`src/rtl/wb_copy_pkg.sv`:
```
// Shared definitions for the Wishbone-to-sink copy engine: read-FSM encoding,
// default geometry and the word stride / byte-select constants.
package wb_copy_pkg;

    localparam int ADDR_W_DEF     = 27;
    localparam int DATA_W_DEF     = 32;
    localparam int CNT_W_DEF      = 16;
    localparam int FIFO_DEPTH_DEF = 4;
    localparam int TIMEOUT_DEF    = 1023;

    localparam int WORD_BYTES = DATA_W_DEF / 8;
    localparam logic [WORD_BYTES-1:0] SEL_ALL = '1;

    typedef enum logic [2:0] {
        ST_IDLE  = 3'd0,
        ST_REQ   = 3'd1,
        ST_GAP   = 3'd2,
        ST_DRAIN = 3'd3,
        ST_ABORT = 3'd4,
        ST_DONE  = 3'd5
    } state_t;

endpackage

```
`src/rtl/wb_copy_if.sv`:
```
// Bus bundle of the copy engine: Wishbone read master side and the sink write port.
// Sink handshake: sink_we is the valid; address/data hold until a cycle with sink_ready, and the word transfers on that edge.
interface wb_copy_if #(
    parameter int ADDR_W = 27,
    parameter int DATA_W = 32
);
    logic                  wb_cyc_o;
    logic                  wb_stb_o;
    logic                  wb_we_o;
    logic [DATA_W/8-1:0]   wb_sel_o;
    logic [ADDR_W-1:0]     wb_adr_o;
    logic [DATA_W-1:0]     wb_dat_i;
    logic                  wb_ack_i;
    logic                  wb_err_i;
    logic                  sink_we;
    logic [ADDR_W-1:0]     sink_addr;
    logic [DATA_W-1:0]     sink_data;
    logic                  sink_ready;

    modport master (
        output wb_cyc_o, wb_stb_o, wb_we_o, wb_sel_o, wb_adr_o,
        input  wb_dat_i, wb_ack_i, wb_err_i,
        output sink_we, sink_addr, sink_data,
        input  sink_ready
    );

    modport slave (
        input  wb_cyc_o, wb_stb_o, wb_we_o, wb_sel_o, wb_adr_o,
        output wb_dat_i, wb_ack_i, wb_err_i,
        input  sink_we, sink_addr, sink_data,
        output sink_ready
    );
endinterface

```
`src/rtl/wb_copy_fifo.sv`:
```
// Read-data buffer: synchronous FIFO with flush; push and pop may coincide at any
// fill level, including full.
module wb_copy_fifo #(
    parameter int DATA_W = 32,
    parameter int DEPTH  = 4
) (
    input  logic              clk,
    input  logic              rst_n,
    input  logic              flush_i,
    input  logic              push_i,
    input  logic [DATA_W-1:0] push_data_i,
    input  logic              pop_i,
    output logic [DATA_W-1:0] pop_data_o,
    output logic              full_o,
    output logic              empty_o
);
    localparam int AW = $clog2(DEPTH);

    logic [DATA_W-1:0] mem_q [DEPTH];
    logic [AW-1:0]     wr_ptr_q, rd_ptr_q;
    logic [AW:0]       cnt_q;
    logic              do_push, do_pop;

    assign full_o     = (cnt_q == (AW+1)'(DEPTH));
    assign empty_o    = (cnt_q == '0);
    assign do_pop     = pop_i && !empty_o;
    assign do_push    = push_i && (!full_o || do_pop);
    assign pop_data_o = mem_q[rd_ptr_q];

    always_ff @(posedge clk or negedge rst_n) begin
        if (!rst_n) begin
            wr_ptr_q <= '0;
            rd_ptr_q <= '0;
            cnt_q    <= '0;
        end else if (flush_i) begin
            wr_ptr_q <= '0;
            rd_ptr_q <= '0;
            cnt_q    <= '0;
        end else begin
            if (do_push) wr_ptr_q <= wr_ptr_q + AW'(1);
            if (do_pop)  rd_ptr_q <= rd_ptr_q + AW'(1);
            case ({do_push, do_pop})
                2'b10:   cnt_q <= cnt_q + (AW+1)'(1);
                2'b01:   cnt_q <= cnt_q - (AW+1)'(1);
                default: cnt_q <= cnt_q;
            endcase
        end
    end

    always_ff @(posedge clk) begin
        if (do_push) mem_q[wr_ptr_q] <= push_data_i;
    end
endmodule

```
`src/rtl/wb_copy_engine.sv`:
```
// Programmable copy engine: reads word_count words over Wishbone, buffers them and writes them to a sink.
// Optional WB_COPY_CHECKSUM_EN adds a running sum of words accepted by the sink.
module wb_copy_engine
    import wb_copy_pkg::*;
#(
    parameter int ADDR_W     = ADDR_W_DEF,
    parameter int DATA_W     = DATA_W_DEF,
    parameter int CNT_W      = CNT_W_DEF,
    parameter int FIFO_DEPTH = FIFO_DEPTH_DEF,
    parameter int TIMEOUT    = TIMEOUT_DEF
) (
    input  logic              clk_50MHz,
    input  logic              reset_n,
    input  logic              start,
    input  logic [ADDR_W-1:0] src_addr,
    input  logic [ADDR_W-1:0] dst_addr,
    input  logic [CNT_W-1:0]  word_count,
    output logic              busy,
    output logic              done,
    output logic              error,
    output state_t            dbg_state,
    wb_copy_if.master         bus
`ifdef WB_COPY_CHECKSUM_EN
    ,output logic [DATA_W-1:0] checksum
`endif
);
    localparam int TW = $clog2(TIMEOUT + 1);
    localparam logic [ADDR_W-1:0] STRIDE = ADDR_W'(DATA_W / 8);

    state_t            state_q;
    logic              cyc_q, busy_q, done_q, error_q;
    logic [ADDR_W-1:0] rd_addr_q, dst_q, sink_addr_q;
    logic [CNT_W-1:0]  rd_left_q;
    logic [TW-1:0]     tmo_q;
    logic              sink_we_q;
    logic [DATA_W-1:0] sink_data_q;

    logic              start_acc, push, pop, flush;
    logic              fifo_full, fifo_empty;
    logic [DATA_W-1:0] fifo_data;

    assign start_acc = (state_q == ST_IDLE) && start;
    assign push      = (state_q == ST_REQ) && bus.wb_ack_i && !bus.wb_err_i;
    assign flush     = (state_q == ST_ABORT);
    // Refill the sink register when it is empty or being accepted this cycle.
    assign pop       = !fifo_empty && (!sink_we_q || bus.sink_ready) && !flush;

    wb_copy_fifo #(.DATA_W(DATA_W), .DEPTH(FIFO_DEPTH)) u_fifo (
        .clk        (clk_50MHz),
        .rst_n      (reset_n),
        .flush_i    (flush),
        .push_i     (push),
        .push_data_i(bus.wb_dat_i),
        .pop_i      (pop),
        .pop_data_o (fifo_data),
        .full_o     (fifo_full),
        .empty_o    (fifo_empty)
    );

    assign bus.wb_cyc_o  = cyc_q;
    assign bus.wb_stb_o  = cyc_q;
    assign bus.wb_we_o   = 1'b0;
    assign bus.wb_sel_o  = '1;
    assign bus.wb_adr_o  = rd_addr_q;
    assign bus.sink_we   = sink_we_q;
    assign bus.sink_addr = sink_addr_q;
    assign bus.sink_data = sink_data_q;
    assign busy          = busy_q;
    assign done          = done_q;
    assign error         = error_q;
    assign dbg_state     = state_q;

    always_ff @(posedge clk_50MHz or negedge reset_n) begin
        if (!reset_n) begin
            state_q   <= ST_IDLE;
            cyc_q     <= 1'b0;
            busy_q    <= 1'b0;
            done_q    <= 1'b0;
            error_q   <= 1'b0;
            rd_addr_q <= '0;
            rd_left_q <= '0;
            tmo_q     <= '0;
        end else begin
            done_q <= 1'b0;
            case (state_q)
                ST_IDLE: begin
                    if (start) begin
                        rd_addr_q <= src_addr;
                        rd_left_q <= word_count;
                        error_q   <= 1'b0;
                        tmo_q     <= '0;
                        if (word_count == '0) begin
                            state_q <= ST_DONE;
                            done_q  <= 1'b1;
                        end else begin
                            state_q <= ST_REQ;
                            cyc_q   <= 1'b1;
                            busy_q  <= 1'b1;
                        end
                    end
                end
                ST_REQ: begin
                    // err outranks a simultaneous ack: the word is not trusted.
                    if (bus.wb_err_i) begin
                        cyc_q   <= 1'b0;
                        state_q <= ST_ABORT;
                    end else if (bus.wb_ack_i) begin
                        cyc_q     <= 1'b0;
                        rd_addr_q <= rd_addr_q + STRIDE;
                        rd_left_q <= rd_left_q - CNT_W'(1);
                        state_q   <= ST_GAP;
                    end else if (tmo_q == TW'(TIMEOUT - 1)) begin
                        cyc_q   <= 1'b0;
                        state_q <= ST_ABORT;
                    end else begin
                        tmo_q <= tmo_q + TW'(1);
                    end
                end
                ST_GAP: begin
                    if (rd_left_q == '0) begin
                        state_q <= ST_DRAIN;
                    end else if (!fifo_full) begin
                        state_q <= ST_REQ;
                        cyc_q   <= 1'b1;
                        tmo_q   <= '0;
                    end
                end
                ST_DRAIN: begin
                    if (fifo_empty && !sink_we_q) begin
                        state_q <= ST_DONE;
                        done_q  <= 1'b1;
                        busy_q  <= 1'b0;
                    end
                end
                ST_ABORT: begin
                    error_q <= 1'b1;
                    state_q <= ST_DONE;
                    done_q  <= 1'b1;
                    busy_q  <= 1'b0;
                end
                ST_DONE: state_q <= ST_IDLE;
                default: state_q <= ST_IDLE;
            endcase
        end
    end

    always_ff @(posedge clk_50MHz or negedge reset_n) begin
        if (!reset_n) begin
            dst_q       <= '0;
            sink_we_q   <= 1'b0;
            sink_addr_q <= '0;
            sink_data_q <= '0;
        end else begin
            if (start_acc) dst_q <= dst_addr;
            if (flush) begin
                sink_we_q <= 1'b0;
            end else if (pop) begin
                sink_we_q   <= 1'b1;
                sink_data_q <= fifo_data;
                sink_addr_q <= dst_q;
                dst_q       <= dst_q + STRIDE;
            end else if (bus.sink_ready) begin
                sink_we_q <= 1'b0;
            end
        end
    end

`ifdef WB_COPY_CHECKSUM_EN
    logic [DATA_W-1:0] csum_q;
    assign checksum = csum_q;

    always_ff @(posedge clk_50MHz or negedge reset_n) begin
        if (!reset_n) begin
            csum_q <= '0;
        end else if (start_acc) begin
            csum_q <= '0;
        end else if (sink_we_q && bus.sink_ready) begin
            csum_q <= csum_q + sink_data_q;
        end
    end
`endif
endmodule

```
`src/flat_wrapper.sv`:
```
// flat-port wrapper written by rule: the top's interface ports become plain ports
module wb_copy_engine_flat import wb_copy_pkg::*;
#(
    parameter int ADDR_W     = ADDR_W_DEF,
    parameter int DATA_W     = DATA_W_DEF,
    parameter int CNT_W      = CNT_W_DEF,
    parameter int FIFO_DEPTH = FIFO_DEPTH_DEF,
    parameter int TIMEOUT    = TIMEOUT_DEF
)
  (clk_50MHz, reset_n, start, src_addr, dst_addr, word_count, busy, done, error, dbg_state, bus_wb_cyc_o, bus_wb_stb_o, bus_wb_we_o, bus_wb_sel_o, bus_wb_adr_o, bus_wb_dat_i, bus_wb_ack_i, bus_wb_err_i, bus_sink_we, bus_sink_addr, bus_sink_data, bus_sink_ready);
  wb_copy_if #(.ADDR_W(ADDR_W), .DATA_W(DATA_W)) bus_i ();
  input  logic clk_50MHz;
  input  logic reset_n;
  input  logic start;
  input  logic [ADDR_W-1:0] src_addr;
  input  logic [ADDR_W-1:0] dst_addr;
  input  logic [CNT_W-1:0] word_count;
  output logic busy;
  output logic done;
  output logic error;
  output state_t dbg_state;
  output wire logic [$bits(bus_i.wb_cyc_o)-1:0] bus_wb_cyc_o;
  output wire logic [$bits(bus_i.wb_stb_o)-1:0] bus_wb_stb_o;
  output wire logic [$bits(bus_i.wb_we_o)-1:0] bus_wb_we_o;
  output wire logic [$bits(bus_i.wb_sel_o)-1:0] bus_wb_sel_o;
  output wire logic [$bits(bus_i.wb_adr_o)-1:0] bus_wb_adr_o;
  input wire logic [$bits(bus_i.wb_dat_i)-1:0] bus_wb_dat_i;
  input wire logic [$bits(bus_i.wb_ack_i)-1:0] bus_wb_ack_i;
  input wire logic [$bits(bus_i.wb_err_i)-1:0] bus_wb_err_i;
  output wire logic [$bits(bus_i.sink_we)-1:0] bus_sink_we;
  output wire logic [$bits(bus_i.sink_addr)-1:0] bus_sink_addr;
  output wire logic [$bits(bus_i.sink_data)-1:0] bus_sink_data;
  input wire logic [$bits(bus_i.sink_ready)-1:0] bus_sink_ready;
  assign bus_wb_cyc_o = bus_i.wb_cyc_o;
  assign bus_wb_stb_o = bus_i.wb_stb_o;
  assign bus_wb_we_o = bus_i.wb_we_o;
  assign bus_wb_sel_o = bus_i.wb_sel_o;
  assign bus_wb_adr_o = bus_i.wb_adr_o;
  assign bus_i.wb_dat_i = bus_wb_dat_i;
  assign bus_i.wb_ack_i = bus_wb_ack_i;
  assign bus_i.wb_err_i = bus_wb_err_i;
  assign bus_sink_we = bus_i.sink_we;
  assign bus_sink_addr = bus_i.sink_addr;
  assign bus_sink_data = bus_i.sink_data;
  assign bus_i.sink_ready = bus_sink_ready;
  wb_copy_engine #(.ADDR_W(ADDR_W), .DATA_W(DATA_W), .CNT_W(CNT_W), .FIFO_DEPTH(FIFO_DEPTH), .TIMEOUT(TIMEOUT)) u_core (.clk_50MHz(clk_50MHz), .reset_n(reset_n), .start(start), .src_addr(src_addr), .dst_addr(dst_addr), .word_count(word_count), .busy(busy), .done(done), .error(error), .dbg_state(dbg_state), .bus(bus_i));
endmodule
```
`config.mk`:
```
export PLATFORM = sky130hd
export DESIGN_NAME = wb_copy_engine_flat
export DESIGN_NICKNAME = d
export VERILOG_FILES = /design/src/rtl/wb_copy_pkg.sv /design/src/rtl/wb_copy_if.sv /design/src/rtl/wb_copy_fifo.sv /design/src/rtl/wb_copy_engine.sv /design/src/flat_wrapper.sv
export SDC_FILE = /design/constraint.sdc
export NUM_CORES = 1
export LEC_CHECK = 0
export BUFFER_PORTS_ARGS = -buffer_cell sky130_fd_sc_hd__buf_2
export CAP_MARGIN = 20
export CORE_MARGIN = 2
export CORE_UTILIZATION = 57
export DETAILED_ROUTE_END_ITERATION = 6
export GPL_TIMING_DRIVEN = 0
export PLACE_DENSITY = 0.8
export SLEW_MARGIN = 10
export SYNTH_ARGS = -nofsm -noshare
export SYNTH_HDL_FRONTEND = slang
export SYNTH_SLANG_ARGS = --single-unit
```
`constraint.sdc`:
```
create_clock -name clk_50MHz -period 3.4 [get_ports clk_50MHz]
set_clock_uncertainty 0.05 [all_clocks]
set_input_delay 0.34 -clock clk_50MHz [delete_from_list [all_inputs] [get_ports clk_50MHz]]
set_output_delay 0.34 -clock clk_50MHz [all_outputs]
set_load 0.02 [all_outputs]
```
Yosys cells after proc, flatten, opt, wreduce, memory -nomap -nowiden
Memory sizes are Yosys's and may differ from the RTL's. A register that Yosys moved wholly into a read port is not among the register bits.
Index checks and enable logic that the tools add are counted.
{"block": "totals", "ff_bits": 122, "mem_bits_rw": 128, "in_bits": 108, "wordCells": 132, "mem_count": 1}
{"block": "op_classes", "n_addsub": 8, "eq_ne": 19, "muxes": 54, "bitwise_logic": 1, "reduce_logical": 35}
{"name": "u_core.u_fifo.mem_q", "words": 4, "word_bits": 32, "rd": 1, "rd_ports_with_merged_regs": 1, "wr": 1, "line_no": "wb_copy_fifo.sv:19", "rtl": "logic [DATA_W-1:0] mem_q [DEPTH];"}
{"cell": "27-bit 2-to-1 mux", "n": 6}
{"cell": "10-bit 2-to-1 mux", "n": 6}
{"cell": "27-bit by 3-bit adder with 27-bit output (second input constant)", "n": 2}
{"cell": "27-bit case mux with 2 select lines", "n": 1}
{"cell": "16-bit 2-to-1 mux", "n": 3}
{"cell": "16-bit logical NOT", "n": 2}
{"cell": "16-bit case mux with 2 select lines", "n": 1}
{"cell": "10-bit case mux with 3 select lines", "n": 1}
{"cell": "3-bit 2-to-1 mux", "n": 9}
{"cell": "1-bit 2-to-1 mux", "n": 17}
{"cell": "2-bit != test (second input constant)", "n": 8}
{"cell": "16-bit by 1-bit subtractor with 16-bit output (second input constant)", "n": 1}
{"cell": "3-bit case mux with 5 select lines", "n": 1}
{"cell": "4-bit AND reduction", "n": 3}
{"cell": "3-bit nonzero test", "n": 4}
{"cell": "10-bit by 1-bit adder with 10-bit output (second input constant)", "n": 1}
{"cell": "10-bit == test (second input constant)", "n": 1}
{"cell": "1-bit case mux with 3 select lines", "n": 3}
{"cell": "1-bit logical AND", "n": 8}
{"cell": "2-bit 2-to-1 mux", "n": 4}
{"cell": "2-bit nonzero test", "n": 4}
{"cell": "7-bit AND reduction", "n": 1}
{"cell": "3-bit by 2-bit == test with 1-bit output (second input constant)", "n": 2}
{"cell": "3-bit == test (second input constant)", "n": 2}
{"cell": "17 further kinds", "n": 26}

Depth between registers and ports, before layout
Gate-level depths: netlist of run 1.
{"block": "depth", "depth_word": 10, "ltp_mapped": 11, "mapped_depth_nobuf": 9}

Hierarchy
From an unflattened synthesis of run 1, not the netlist that was laid out.
{"block": "hier_totals", "hier_cells": 1120, "hier_area_um2": 12833.6}
{"mod": "wb_copy_engine", "instances": 1, "cells_per_inst": 888, "area_each_um2": 7597.3}
{"mod": "wb_copy_fifo", "instances": 1, "cells_per_inst": 232, "area_each_um2": 5236.3}

Worst setup path after synthesis of run 1
Ideal clock, no wire load.
{"block": "synth_path", "kind": "register to register", "from": "register u_core.state_q[0], in the netlist u_core.dbg_state[0]", "to": "memory u_core.u_fifo.mem_q[0][0] (enable)", "setup_time_ps": 392, "arrival_ps": 2251, "required_ps": 2958, "setup_slack_ps": 707, "stages_incl_launch_ff": 6, "synth_period_minus_slack_ps": 2693, "cell_sequence": "dfrtp_1 > buf_4 > nand2b_1 > a211o_1 > a211oi_4 > and2_1"}
{"block": "synth_between", "elab_chain_cells": 8, "word_cells_on_any_way": 11}
{"element": "start: declaration", "line_no": "wb_copy_engine.sv:30", "rtl": "state_t state_q;"}
{"element": "start signal: assignment", "line_no": "wb_copy_engine.sv:75", "rtl": "state_q <= ST_IDLE;"}
{"element": "start signal: assignment", "line_no": "wb_copy_engine.sv:93", "rtl": "state_q <= ST_DONE;"}
{"element": "start signal: assignment", "line_no": "wb_copy_engine.sv:96", "rtl": "state_q <= ST_REQ;"}
{"element": "3-bit == test", "line_no": "wb_copy_engine.sv:44", "rtl": "assign flush = (state_q == ST_ABORT);"}
{"element": "1-bit logical NOT", "line_no": "wb_copy_engine.sv:46", "rtl": "assign pop = !fifo_empty && (!sink_we_q || bus.sink_ready) && !flush;"}
{"element": "1-bit logical AND", "line_no": "wb_copy_engine.sv:46"}
{"element": "1-bit logical AND", "line_no": "wb_copy_fifo.sv:26", "rtl": "assign do_pop = pop_i && !empty_o;"}
{"element": "1-bit logical OR", "line_no": "wb_copy_fifo.sv:27", "rtl": "assign do_push = push_i && (!full_o || do_pop);"}
{"element": "1-bit logical AND (*)", "line_no": "wb_copy_fifo.sv:27"}
{"element": "1-bit 2-to-1 mux (*)", "line_no": "wb_copy_fifo.sv:51", "rtl": "if (do_push) mem_q[wr_ptr_q] <= push_data_i;"}
{"element": "1-bit 2-to-1 mux (implied by the code) (*)", "line_no": "wb_copy_fifo.sv:51"}
{"element": "end: declaration", "line_no": "wb_copy_fifo.sv:19"}
Every way passes the cells marked *; elsewhere a longest branch is shown, timed or not.

Worst setup path in the final report of run 1
{"block": "layout_path", "from": "register u_core.state_q[0], in the netlist u_core.dbg_state[0]", "to": "register u_core.u_fifo.cnt_q[2]"}
{"block": "layout_between", "elab_chain_cells": 9, "word_cells_on_any_way": 14}
{"element": "3-bit == test", "line_no": "wb_copy_engine.sv:44"}
{"element": "1-bit logical NOT", "line_no": "wb_copy_engine.sv:46"}
{"element": "1-bit logical AND", "line_no": "wb_copy_engine.sv:46"}
{"element": "1-bit logical AND", "line_no": "wb_copy_fifo.sv:26"}
{"element": "1-bit logical OR", "line_no": "wb_copy_fifo.sv:27"}
{"element": "1-bit logical AND", "line_no": "wb_copy_fifo.sv:27"}
{"element": "2-bit by 1-bit == test with 1-bit output or 2-bit == test (tied branches)", "line_no": "wb_copy_fifo.sv:42", "rtl": "case ({do_push, do_pop})"}
{"element": "3-bit case mux with 2 select lines", "line_no": "wb_copy_fifo.sv:42"}
{"element": "3-bit 2-to-1 mux", "line_no": "wb_copy_fifo.sv:35", "rtl": "end else if (flush_i) begin"}
{"element": "end signal: assignment", "line_no": "wb_copy_fifo.sv:43", "rtl": "2'b10: cnt_q <= cnt_q + (AW+1)'(1);"}
{"element": "end signal: assignment", "line_no": "wb_copy_fifo.sv:44", "rtl": "2'b01: cnt_q <= cnt_q - (AW+1)'(1);"}
{"element": "end signal: assignment", "line_no": "wb_copy_fifo.sv:45", "rtl": "default: cnt_q <= cnt_q;"}
{"element": "end: declaration", "line_no": "wb_copy_fifo.sv:21", "rtl": "logic [AW:0] cnt_q;"}
Several ways; a longest one is shown, not always the timed one.
A chain may end at the register's enable or synchronous reset.

==> metrics, run 1 <==
met1 wire length 13510 µm; root buf cell clkbuf_16; P_leak 6.531 nW; CTS tree done; slew of the pin with the lowest slew margin approximately 0.67 ns; Top Metal Used met4; DR WL met3 2869 µm; share of the synthesized area in the top cell type 30.27%; H-Tree Depth 1; Worst Path Buf+Inv 3; Setup CP Type register to register; Top cell by count, worst path buf_2; Cell Area, Synth ~13000 µm²; Resized cells post-CTS 0; Vias/cell 5.990; Clk pin slew, worst setup/hold paths around 0.06 ns; clk sink count 282; global-route wire length before repair 54860 µm; initial antenna violation count 0; Die Y 153.5 µm; chip width around 150 µm; CP peak stage delay 0.52 ns; Placer Congestion 0.8945; CTS buffer count 29; DIE AREA 23550 µm²; area leader, netlist dfrtp_1; synth-to-layout area growth 22.96%; DR vias 10183; Post-CTS Setup Repair Bufs 0; R2R Setup Slk between 0.3 and 0.4 ns; RSZ-0062 raised after global routing false; final-report hold violation count 0; Final Cycle Share 90.84%; crit end category register; dpl cells 1600; grt total ovfl 0; Critical Path Start Type register; First-pass DRT Iterations 5; Clock Latency Late Sink 0.56 ns; status completed; worst hold path type input port to register; crit-path max FO 10; ys flop type dfrtp_1; reg2reg start u_core.dbg_state[0]; Worst Setup SP u_core.dbg_state[0]; Pins Over Slew Limit 0; total global-route track usage approximately 29%; Max-Cap Viols 0; Antenna diodes 0; cells after synthesis 1110; largest cells by area after synthesis dfrtp_1, edfxtp_1, nand2_1, mux4_2, a21oi_1; FF+latch count, synth 282; Starting Density 58.16%; Crit path required time 3.80 ns; dpl cell area roughly 14000 µm²; Final Routed Wirelength 34390 µm; synthesized area per cell between 10 and 15 µm²; met2 wire length 16820 µm; port bufs 202; ys async rst share 54.61%; IO Count 208; critical path cell sequence buf_4, or3b_1, nand3_4, buf_2, buf_2, nor2_1, fa_1, o22ai_1, nand2_1, o211a_1; pin count of the biggest net entering global routing around 110; layout cell share with drive strength beyond 1 25.70%; post-route cell area between 15000 and 20000 µm²; Total Nets Final 1516; Power Density 967.9 nW/µm²; cell family contributing the most delay on the critical path simple AND/OR/NAND/NOR gates; relative slew slack between 50% and 60%; endpoints failing setup 0; HPWL Detailed around 23000 µm; 1st-iter DRT viols 793; number of global-route vias before repair 10330; Crit. path cell count 10; Synth Warn # 0; Reg2Reg Depth 10; Post-DRT Antenna Nets 0; Worst R2R End u_core.u_fifo.cnt_q[2]; post-synthesis sequential area ratio 60.46%; core footprint roughly 22000 µm²; f_max between 300 and 400 MHz; Post-Layout Cell Count 1700; crit path to u_core.u_fifo.cnt_q[2]; DRC errors left 0; EDFF count, synth around 130; Site Rows 54; VDD IR-drop max between 600 and 700 µV; post-layout minimum cycle time slightly above 3 ns; Avg WL per Cell 20.23 µm; clk buf depth 3; crit path DAT 3.49 ns; Distinct cells, synth 77; Slowest-stage cell, CP or3b_1
-- final cells by class --
cell class,count,area [µm²]
plain buffers,72,372.9
inverters,15,56.30
repair buffers,254,1619
clock buffers,36,782.0
clock inverters,17,155.1
flip-flops and latches,282,7697
fillers,1562,6236
multi-input cells,744,4622
well taps,280,350.3
-- registers in the layout, summed over array words and instances (netlist names) --
register,cells
u_core.dbg_state,3
u_core.bus.sink_we,1
u_core.done,1
u_core.u_fifo.rd_ptr_q,2
u_core.rd_left_q,16
u_core.tmo_q,10
u_core.error,1
u_core.dst_q,27
u_core.bus.wb_adr_o,27
u_core.bus.sink_addr,27
u_core.u_fifo.mem_q,128
u_core.busy,1
u_core.bus.sink_data,32
u_core.u_fifo.cnt_q,3
u_core.bus.wb_cyc_o,1
u_core.u_fifo.wr_ptr_q,2
-- report_power, final --
group	internal [W]	leakage (nW)	switching, W
combinational	0.00239	3.11	0.00422
clock	0.00179	0.454	0.00136
sequential	0.00458	2.97	0.000819
-- routing by layer --
metal  global-route usage [%]  vias to the layer above
met2                    48.53                      504
li1                         -                     4634
met4                    12.23                        0
met3                    5.189                       86
met1                    38.96                     4959
met5                        0                        -
-- worst min-delay path by stage --
stage          slack, ns              startpoint                        to  cells after the start
2_1_floorplan     -0.006                 reset_n   u_core.bus.sink_addr[0]                      0
3_3_place_gp        0.40  u_core.bus.wb_adr_o[1]    u_core.bus.wb_adr_o[1]                      2
6_report            0.01            dst_addr[22]          u_core.dst_q[22]                      3
3_5_place_dp        0.22                 reset_n  u_core.bus.sink_addr[14]                      1
5_1_grt             0.02           word_count[0]       u_core.rd_left_q[0]                      3
4_1_cts            0.003            dst_addr[22]          u_core.dst_q[22]                      3
-- Yosys cell counts (all sizes together), types with 6 or more instances --
cell type	n
o32ai	7
edfxtp	128
o22ai	17
dfrtp	154
a31oi	11
o31ai	11
buf	49
nor4	11
a211oi	20
nand2	244
a311oi	8
clkbuf	23
a21oi	67
and4	7
inv	15
nand4	20
ha	9
nor3	21
o22a	7
and3	10
and2	11
nand3	22
or3	6
mux4	32
nor2	88
o21ai	42
-- cell families (layout without fill, tap and decap cells) --
group,Yosys count,after routing,share of synthesized area [%]
flip-flops,282,282,60.46
AO/OA/AOI/OAI,222,222,11.54
multiplexers,37,37,6.093
buffers and inverters,87,394,3.371
AND/OR/NAND/NOR,464,464,17.03
other,2,5,0.05898
XOR/XNOR,6,6,0.4127
adder cells (fa/ha/maj),10,10,1.042
-- through the flow --
| stage | util [%] | setup WS [ns] | setup TNS [ns] | power (W) | hold slack [ns] |
|---|---|---|---|---|---|
| after floorplan | - | 0.7073 | 0 | 0.009778 | -0.005591 |
| after global placement | 64.43 | -0.4626 | -68.91 | 0.01166 | 0.3966 |
| after detailed placement | 65.09 | 0.3234 | 0 | 0.01190 | 0.2165 |
| after CTS | 71.48 | 0.2934 | 0 | 0.01511 | 0.003294 |
| after global routing | 71.51 | 0.1613 | 0 | 0.01609 | 0.02031 |
| final | 71.51 | 0.3114 | 0 | 0.01515 | 0.009760 |
-- cells in the final DEF, fill, tap and decap left out, types with 5 or more instances in the layout --
cell,count
nand4_1,20
conb_1,5
clkbuf_16,29
nand2b_1,5
a31oi_1,11
o31ai_1,11
clkinv_1,5
nor4_1,9
nor2_1,86
o21ai_0,41
dfrtp_1,154
and4_1,6
a311oi_1,7
nand2_1,243
buf_4,10
edfxtp_1,128
and3_1,10
o32ai_1,7
buf_2,237
clkinv_2,5
o22ai_1,17
nand3_1,21
clkbuf_1,26
mux4_2,32
and2_1,7
dlygate4sd3_1,46
inv_1,15
ha_1,9
o22a_1,7
xnor2_1,5
a21oi_1,67
or3_1,6
nor3_1,17
a211oi_1,16
-- tightest hold or removal path, cell delays in order --
cell and delay [ns]:
buf_2 0.08, o32ai_1 0.06, nor2_1 0.09
-- timing repair --
item,4_1_cts,5_1_grt
hold endpoints to repair,187,0
endpoints found under the setup margin,0,0
hold buffers,46,0
(Power assumes the default switching activity.)
==> run 2, diff against run 1 <==
--- a/config.mk
+++ b/config.mk
@@ -12,6 +12,7 @@
 export DETAILED_ROUTE_END_ITERATION = 6
 export GPL_TIMING_DRIVEN = 0
 export PLACE_DENSITY = 0.8
+export RECOVER_POWER = 100
 export SLEW_MARGIN = 10
 export SYNTH_ARGS = -nofsm -noshare
 export SYNTH_HDL_FRONTEND = slang
==> run 2 against run 1 <==
The flow now finishes with violations (max-capacitance violations, max-slew violations). Die area is the same. Global-route usage is the same. Combinational power is 3.2% lower. Largest power group unchanged.
==> metrics, run 2 (synthesized netlist as in run 1, its figures left out) <==
Final Routed Wirelength 34620 µm (+0.65%); Post-CTS Setup Repair Bufs 0 (unchanged); critical path cell sequence buf_2, nor3b_1, nor3_2, clkbuf_1, clkbuf_1, nand2_1, nand2_1; Reg with most FFs u_core.u_fifo.mem_q; P_leak 6.102 nW (-6.6%); max reg flops 128 (unchanged); Post-Layout Cell Count 1700 (unchanged); endpoints failing setup 0 (unchanged); final-report hold violation count 0 (unchanged); VDD IR-drop max 664.9 µV (-1.9%); global-route wire length before repair 54860 µm (unchanged); Starting Density 58.16% (unchanged); chip width 153.5 µm (unchanged); Int Pwr 0.008550 W (-2.4%); pre-CTS WS 0.3234 ns (unchanged); Setup CP Type register to register; filler instances 1653 (+5.8%); 1st-iter DRT viols 812 (+2.4%); Multi-input gate area 4583 µm² (-0.84%); Total Nets Final 1516 (unchanged); slew of the pin with the lowest slew margin 2.468 ns (+1.794 ns); Antenna diodes 0 (unchanged); Sw Pwr 0.006411 W (+0.23%); DR vias 10202 (+0.19%); CP peak stage delay 0.79 ns (+0.27 ns); grt total ovfl 0 (unchanged); initial antenna violation count 0 (unchanged); Placer Congestion 0.8945 (unchanged); post-route cell area 15430 µm² (-1.5%); Hold-fix buffers, CTS 46 (unchanged); Site Rows 54 (unchanged); register area 7697 µm² (unchanged); post-layout minimum cycle time 3.116 ns (+0.02792 ns); dpl cell area 14250 µm² (unchanged); DIE AREA 23550 µm² (unchanged); core footprint 21890 µm² (unchanged); Pins Over Slew Limit 47 (+47); number of global-route vias before repair 10330 (unchanged); clk sink count 282 (unchanged); crit end category register; Power Density 969.9 nW/µm² (+0.20%); First-pass DRT Iterations 5 (unchanged); RSZ-0062 raised after global routing false; Post-DRT Antenna Nets 0 (unchanged); crit-path max FO 10 (unchanged); IO Count 208 (unchanged); status complete, but fails checks; root buf cell clkbuf_16; crit path DAT 3.57 ns (+0.08 ns); commonest non-fill, non-tap cell in the layout nand2_1; final hold slack 0.009386 ns (-0.0003737 ns); HPWL Detailed 22540 µm (unchanged); most frequent cells in the layout nand2_1, clkbuf_1, dfrtp_1; Resized cells post-CTS 0 (unchanged); pin count of the biggest net entering global routing 109 (unchanged); Avg WL per Cell 20.36 µm (+0.65%); violated checks max-capacitance violations, max-slew violations; Critical Path Start Type register; Switching Fraction 42.85% (+0.64 points); PnR worst setup slack 0.2835 ns (-0.02792 ns); f_max 320.9 MHz (-0.90%); synth-to-layout area growth 21.16%; relative slew slack -64.57% (-120 points); Final Cycle Share 91.66% (+0.82 points); Die Y 153.5 µm (unchanged); combinational group share of total power 42.7% (-0.9 points); total global-route track usage 29.40% (unchanged); DRC errors left 0 (unchanged); CTS buffer count 29 (unchanged); clk buf depth 3 (unchanged); worst hold path type input port to register; Clk pwr share 21.0% (+0.2 points); sequential share of power 36.2% (+0.5 points); port bufs 202 (unchanged); Crit path required time 3.85 ns (+0.05 ns); Slowest-stage cell, CP nor3_2; layout cell share with drive strength beyond 1 14.93% (-11 points); Clk pin slew, worst setup/hold paths 0.06 ns (about the same); Max-Cap Viols 1 (+1); Clock Latency Late Sink 0.56 ns (about the same); CTS tree done; Vias/cell 6.001 (+0.19%); dpl cells 1600 (unchanged); H-Tree Depth 1 (unchanged)
run 2: changes by cell type in the layout (fill, tap and decap cells not counted), sizes merged:
cell / previous run / this run
clkdlybuf4s25: 0 / 1
clkbuf: 59 / 201
buf: 257 / 114
run 2: layout make-up:
class | count | area share [%]
plain buffers | 72 | 2.247
clock buffers | 36 | 5.069
clock inverters | 17 | 1.006
inverters | 15 | 0.3650
multi-input cells | 744 | 29.71
flip-flops and latches | 282 | 49.90
well taps | 280 | 2.271
repair buffers | 254 | 9.433
run 2: stage by stage:
stage          setup TNS (ns)  power, W  utilization [%]
6_report                    0   0.01496            70.47
5_1_grt                     0   0.01589            70.47
4_1_cts                     0   0.01511            71.48
3_5_place_dp                0   0.01190            65.09
3_3_place_gp           -68.91   0.01166            64.43
2_1_floorplan               0  0.009778                -
run 2: final timing paths:
| path | startpoint | end | slack, ns | depth (start not counted) |
|---|---|---|---|---|
| min | dst_addr[22] | u_core.dst_q[22] | 0.009 | 3 |
| max in group asynchronous | reset_n | u_core.u_fifo.cnt_q[1] | 0.63 | 3 |
| max | u_core.dbg_state[2] | u_core.bus.sink_data[0] | 0.28 | 7 |
| min in group asynchronous | reset_n | u_core.bus.sink_addr[14] | 1.22 | 2 |
| min reg2reg | u_core.bus.sink_data[14] | u_core.bus.sink_data[14] | 0.42 | 2 |
| max reg2reg | u_core.dbg_state[2] | u_core.bus.sink_data[0] | 0.28 | 7 |
run 2: power groups by stage:
stage          registers [W]  logic, W  clock network, W
2_1_floorplan        0.00596   0.00382                 0
3_3_place_gp         0.00539   0.00626                 0
3_5_place_dp         0.00543   0.00647                 0
4_1_cts              0.00537   0.00656           0.00318
5_1_grt              0.00554   0.00703           0.00332
6_report             0.00542   0.00639           0.00315
run 2: per-layer routing:
layer	vias to the layer above	wire, µm	GRT usage, %
met4	0	1231	12.23
met5	-	0	0
met2	529	16820	48.53
met1	4943	13670	38.96
li1	4635	-	-
met3	95	2896	5.189
run 2: worst max-delay path, delay by kind of cell, from the launching register on:
kind	cells	cell delay (ns)
DFF	1	0.37
buffers and inverters	3	1.24
and+or+nand+nor	4	1.38
